[src/rtl/cache_pkg.sv]
// Shared field layout and FSM state type for the L1 miss-fill sequencer.
// Address split: offset [3:0], word [3:1], set [9:4], tag [15:10].
package cache_pkg;

    localparam int OFF_LSB         = 0;
    localparam int OFF_MSB         = 3;
    localparam int WORD_LSB        = 1;
    localparam int WORD_MSB        = 3;
    localparam int SET_LSB         = 4;
    localparam int SET_MSB         = 9;
    localparam int TAG_LSB         = 10;
    localparam int TAG_MSB         = 15;
    localparam int NUM_SETS        = 64;
    localparam int WORDS_PER_BLOCK = 8;
    localparam int WORD_W          = WORD_MSB - WORD_LSB + 1;
    localparam int SET_W           = SET_MSB - SET_LSB + 1;
    localparam int TAG_W           = TAG_MSB - TAG_LSB + 1;

    typedef enum logic [1:0] {
        ST_IDLE,
        ST_FILL,
        ST_DONE
    } fill_state_t;

endpackage

[src/rtl/fill_word_ctr.sv]
// Word counter for a block fill: counts 0..8 (saturating) and maps the count
// onto a word index rotated by a 3-bit start offset.
module fill_word_ctr (
    input  logic       clk,
    input  logic       rst,
    input  logic       clr,
    input  logic       inc,
    input  logic [2:0] start,
    output logic [3:0] cnt,
    output logic [2:0] word,
    output logic       done
);

    always_ff @(posedge clk) begin
        if (!rst) begin
            cnt <= '0;
        end else if (clr) begin
            cnt <= '0;
        end else if (inc && !cnt[3]) begin
            cnt <= cnt + 4'd1;
        end
    end

    assign word = start + cnt[2:0];
    assign done = cnt[3];

endmodule

[src/rtl/cache_fill_ctrl.sv]
// Miss-fill sequencer: issues eight pipelined word reads and writes the returned
// words into the victim way. CACHE_CRIT_WORD_FIRST_EN selects critical-word-first order.
module cache_fill_ctrl
    import cache_pkg::*;
#(
    parameter int DATA_W = 16,
    parameter int ADDR_W = 16
) (
    input  logic                clk,
    input  logic                rst,
    input  logic                miss_detected,
    input  logic [ADDR_W-1:0]   miss_addr,
    input  logic                victim_way,
    output logic                mem_en,
    output logic                mem_wr,
    output logic [ADDR_W-1:0]   mem_addr,
    input  logic                mem_data_valid,
    input  logic [DATA_W-1:0]   mem_data_in,
    output logic [DATA_W-1:0]   da_data,
    output logic                da_write,
    output logic                da_write2,
    output logic [NUM_SETS-1:0] da_block_en,
    output logic [NUM_SETS-1:0] da_block_en2,
    output logic [WORDS_PER_BLOCK-1:0] da_word_en,
    output logic                tag_write,
    output logic                tag_write2,
    output logic                fill_busy,
    output logic                fill_done,
    output logic                crit_valid
);

    fill_state_t       state;
    logic [SET_W-1:0]  set_q;
    logic [TAG_W-1:0]  tag_q;
    logic [WORD_W-1:0] crit_q;
    logic              way_q;
    logic [WORD_W-1:0] start;

    logic              accept;
    logic              in_fill;
    logic              wr_act;
    logic [3:0]        issue_cnt;
    logic [3:0]        recv_cnt;
    logic [2:0]        issue_word;
    logic [2:0]        recv_word;
    logic              issue_done;
    logic              recv_done;
    logic [NUM_SETS-1:0] set_oh;

`ifdef CACHE_CRIT_WORD_FIRST_EN
    assign start = crit_q;
`else
    assign start = '0;
`endif

    assign accept  = (state == ST_IDLE) && miss_detected;
    assign in_fill = (state == ST_FILL);
    assign wr_act  = in_fill && mem_data_valid && !recv_done;

    fill_word_ctr u_issue_ctr (
        .clk   (clk),
        .rst   (rst),
        .clr   (accept),
        .inc   (in_fill && !issue_done),
        .start (start),
        .cnt   (issue_cnt),
        .word  (issue_word),
        .done  (issue_done)
    );

    fill_word_ctr u_recv_ctr (
        .clk   (clk),
        .rst   (rst),
        .clr   (accept),
        .inc   (wr_act),
        .start (start),
        .cnt   (recv_cnt),
        .word  (recv_word),
        .done  (recv_done)
    );

    // Strobes and status are registered alongside the state they belong to.
    always_ff @(posedge clk) begin
        if (!rst) begin
            state      <= ST_IDLE;
            set_q      <= '0;
            tag_q      <= '0;
            crit_q     <= '0;
            way_q      <= 1'b0;
            fill_busy  <= 1'b0;
            fill_done  <= 1'b0;
            tag_write  <= 1'b0;
            tag_write2 <= 1'b0;
        end else begin
            case (state)
                ST_IDLE: begin
                    if (miss_detected) begin
                        set_q     <= miss_addr[SET_MSB:SET_LSB];
                        tag_q     <= miss_addr[TAG_MSB:TAG_LSB];
                        crit_q    <= miss_addr[WORD_MSB:WORD_LSB];
                        way_q     <= victim_way;
                        fill_busy <= 1'b1;
                        state     <= ST_FILL;
                    end
                end
                ST_FILL: begin
                    if (wr_act && (recv_cnt == 4'd7)) begin
                        fill_done  <= 1'b1;
                        tag_write  <= !way_q;
                        tag_write2 <= way_q;
                        state      <= ST_DONE;
                    end
                end
                ST_DONE: begin
                    fill_busy  <= 1'b0;
                    fill_done  <= 1'b0;
                    tag_write  <= 1'b0;
                    tag_write2 <= 1'b0;
                    state      <= ST_IDLE;
                end
                default: state <= ST_IDLE;
            endcase
        end
    end

    assign set_oh = NUM_SETS'(1) << set_q;

    assign mem_en       = in_fill && (issue_cnt < 4'd8);
    assign mem_addr     = mem_en ? {tag_q, set_q, issue_word, 1'b0} : '0;
    assign mem_wr       = 1'b0;
    assign da_data      = mem_data_in;
    assign da_write     = wr_act && !way_q;
    assign da_write2    = wr_act && way_q;
    assign da_block_en  = da_write  ? set_oh : '0;
    assign da_block_en2 = da_write2 ? set_oh : '0;
    assign da_word_en   = wr_act ? (WORDS_PER_BLOCK'(1) << recv_word) : '0;
    assign crit_valid   = wr_act && (recv_word == crit_q);

endmodule

[config.mk]
export PLATFORM = sky130hd
export DESIGN_NAME = cache_fill_ctrl
export DESIGN_NICKNAME = d
export VERILOG_FILES = /design/src/rtl/cache_pkg.sv /design/src/rtl/fill_word_ctr.sv /design/src/rtl/cache_fill_ctrl.sv
export SDC_FILE = /design/constraint.sdc
export NUM_CORES = 1
export LEC_CHECK = 0
export BUFFER_PORTS_ARGS = -buffer_cell sky130_fd_sc_hd__buf_2
export CELL_PAD_IN_SITES_DETAIL_PLACEMENT = 0
export CELL_PAD_IN_SITES_GLOBAL_PLACEMENT = 1
export CORE_MARGIN = 3
export CORE_UTILIZATION = 26
export CTS_CLUSTER_SIZE = 14
export DETAILED_ROUTE_END_ITERATION = 6
export PLACE_DENSITY_LB_ADDON = 0.1
export SYNTH_ARGS = -nofsm -noshare
export SYNTH_HDL_FRONTEND = slang
export SYNTH_HIERARCHICAL = 1
export SYNTH_SLANG_ARGS = --single-unit
[constraint.sdc]
create_clock -name clk -period 3.8 [get_ports clk]
set_input_delay 0.57 -clock clk [delete_from_list [all_inputs] [get_ports clk]]
set_output_delay 0.57 -clock clk [all_outputs]
set_load 0.02 [all_outputs]
==> results by group <==
Synthesis
  – Async set-reset flop share out of synthesis: 0%
  – Cell taking the most area after synthesis: dfxtp_1
  – Seq cells post-synth: 30
  – EDFF count, synth: 0
  – Warnings, synthesis: 6
  – Mapped cell area: 0.002566 mm^2
  – Yosys top cell area share: 23.40%
  – Main synth FF type: dfxtp_1
  – Post-synth cell types: 40
  – Cells after synthesis: 404
  – Largest cells by area after synthesis: dfxtp_1, nor2_1, nand2_1
  – Seq/Total Area, Yosys: 23.40%
  – Syn_area_per_cell: 6.352 um^2

Floorplan
  – Number of I/O pins: 214
  – Die Y: 105.4 um
  – Std-Cell Rows: 35
  – Initial Util: 27.26%
  – Die width: 105.4 um
  – Die area: 0.01110 mm^2
  – Core area: 0.009415 mm^2

Setup path
  – Setup crit start kind: flop
  – Worst EP required: 3.23 ns
  – Crit Path Max Fanout: 16
  – Endpoint class of the critical path: output port
  – Critical path arrival: 2.07 ns
  – Crit Path Class: reg -> out

Clocking
  – Clock slew at reported path FFs: 0.06 ns
  – Clock Tree Buf Depth: 2
  – Setup bufs post-CTS: 0
  – H-tree Lvls: 2
  – Hold-fix buffers, CTS: 0
  – Post-CTS Resized: 0
  – CTS tree: built
  – CTS Sinks: 30
  – Clock Root Buffer: clkbuf_8
  – CTS Buf Count: 5
  – Clock latency on the worst-skew pair: 0.27 ns

Finish
  – Post-route cell area: 0.003481 mm^2
  – Util after Layout: 36.97%
  – Share of layout cells above drive strength 1: 35.73%
  – Most common cell after layout, fill and taps aside: buf_2
  – Commonest non-fill, non-tap cells in the layout: buf_2, nor2_1, nand2_1
  – Final nets: 599
  – Area grow syn2layout: 35.64%
  – ANT cells: 0

Power and ir drop
  – Logic pwr share: 22.7%
  – PD cells: 230.2 mW/mm^2
  – Net switching power: 0.2630 mW
  – Sequential power share: 44.7%
  – Clk pwr share: 32.6%
  – Internal power: 0.5384 mW
  – P_leak: 1.745 nW
  – Switching part of the total: 32.82%
  – VDD IR max: 0.1902 mV

Drt
  – DR iter-0 viols: 233
  – Antenna-violating nets left: 0
  – Via density: 4.429
  – Average wire per standard cell: 13.91 um
  – Drt drc: 0
  – DRT Pass-1 Iters: 4
  – Routed wire length: 9543 um
  – Via Count: 3,038

STA
  – Fin. max-slew vios: 0
  – Slew margin rel.: 52.93%
  – Fmax: 0.3793 GHz
  – Period Utilization, post-route: 69.38%
  – Final Hold Fails: 0
  – Final hold slack: 0.4524 ns
  – Worst setup margin: 1.164 ns
  – Final setup violation count: 0
  – Post-layout min period: 2.636 ns
  – Slew @ Worst Pin: 0.7061 ns
  – Layout Skew: 0.004820 ns
  – Setup TNS: 0 ns
  – Unrepaired setup endpoints after global routing: no

Global route
  – Number of global-route vias before repair: 2,827
  – Total GRT Usage: 16.45%
  – Initial antenna violation count: 0
  – Grt ovf: 0
  – Global-route wire length before repair: 15,210 um
  – Pin count of the biggest net entering global routing: 20

Place
  – DP Wirelength: 7413 um
  – Pre-CTS setup slack: 1.404 ns
  – Port buffer count: 178
  – Gpl congestion: 0.7346
  – Area of placed instances: 0.003390 mm^2

Status
  – Status: finished, final reports clean

Run
  – Max-Cap Viols: 0

Worst hold path
  – Hold Path Class: reg -> reg
==> Yosys cell counts, types with 3 or more instances <==
master	instances
nand3_1	12
buf_2	15
buf_4	20
nor2_1	151
inv_1	11
a21oi_1	17
nand2_1	56
nor3_1	3
xnor2_1	4
nand2b_1	7
ha_1	4
clkbuf_1	4
nand3_2	5
xor2_1	7
and2_1	16
dfxtp_1	30
mux2i_1	4
nor2b_1	9
==> critical path, cell delays in order, from the launching register on <==
cell and delay (ns):
dfxtp_1 0.57, nor2b_1 0.45, nand3_2 0.37, nor2_1 0.21
buf_2 0.19
==> power groups by stage <==
stage                     logic, mW  clock network, mW  registers (mW)
after floorplan               0.174                  0           0.348
after global placement        0.184                  0           0.365
after detailed placement      0.185                  0           0.365
after CTS                     0.185              0.272           0.359
after global routing          0.207              0.289           0.363
final                         0.182              0.261           0.358
==> layer usage <==
layer | global-route usage, % | vias to the layer above | routed length (um)
li1 | - | 1543 | -
met1 | 20.09 | 1354 | 4123
met2 | 30.01 | 135 | 4687
met3 | 3.613 | 6 | 685
met4 | 2.343 | 0 | 46
met5 | 0 | - | 0
==> kinds of logic after synthesis <==
| group | Yosys count | synth area share, % |
|---|---|---|
| other | 1 | 0.1461 |
| flip-flops | 30 | 23.40 |
| adder cells (fa/ha/maj) | 6 | 3.511 |
| XOR/XNOR | 11 | 3.754 |
| buffers and inverters | 55 | 12.58 |
| AND/OR/NAND/NOR | 273 | 49.63 |
| AO/OA/AOI/OAI | 24 | 5.412 |
| multiplexers | 4 | 1.560 |
==> metrics by stage <==
step,instances,power (mW)
6_report,686,0.8013
5_1_grt,686,0.8581
4_1_cts,686,0.8165
3_5_place_dp,678,0.5502
3_3_place_gp,678,0.5486
2_1_floorplan,411,0.5219
==> path summary, 6_finish.rpt <==
kind / cells past startpoint / startpoint / slack [ns] / to
worst max-delay path: 4 / set_q[0]$_SDFFE_PN0P_ / 1.16 / da_block_en2[7]
worst min-delay path: 2 / tag_q[2]$_SDFFE_PN0P_ / 0.45 / tag_q[2]$_SDFFE_PN0P_
worst max register to register: 4 / state[0]$_SDFFE_PN0P_ / 1.79 / u_issue_ctr/cnt[3]$_SDFFE_PP0P_
worst min register to register: 2 / tag_q[2]$_SDFFE_PN0P_ / 0.45 / tag_q[2]$_SDFFE_PN0P_
==> flip-flops by register name, summed over array words and instances, names as in the netlist <==
name and flops:
fill_busy 1, set_q 6, fill_done 1, u_recv_ctr/cnt 4
crit_q 3, tag_write 1, way_q 1, tag_write2 1
u_issue_ctr/cnt 4, tag_q 6, state 2
==> cell type report <==
type                    instances  area, um^2
multi-input cells             326        1669
inverters                      14       60.06
repair buffers                179       898.4
flip-flops and latches         30       600.6
well taps                     129       161.4
fillers                      1050        5934
clock buffers                   7       86.33
clock inverters                 1       5.005
Note: power is estimated with default switching activity, not from simulation.
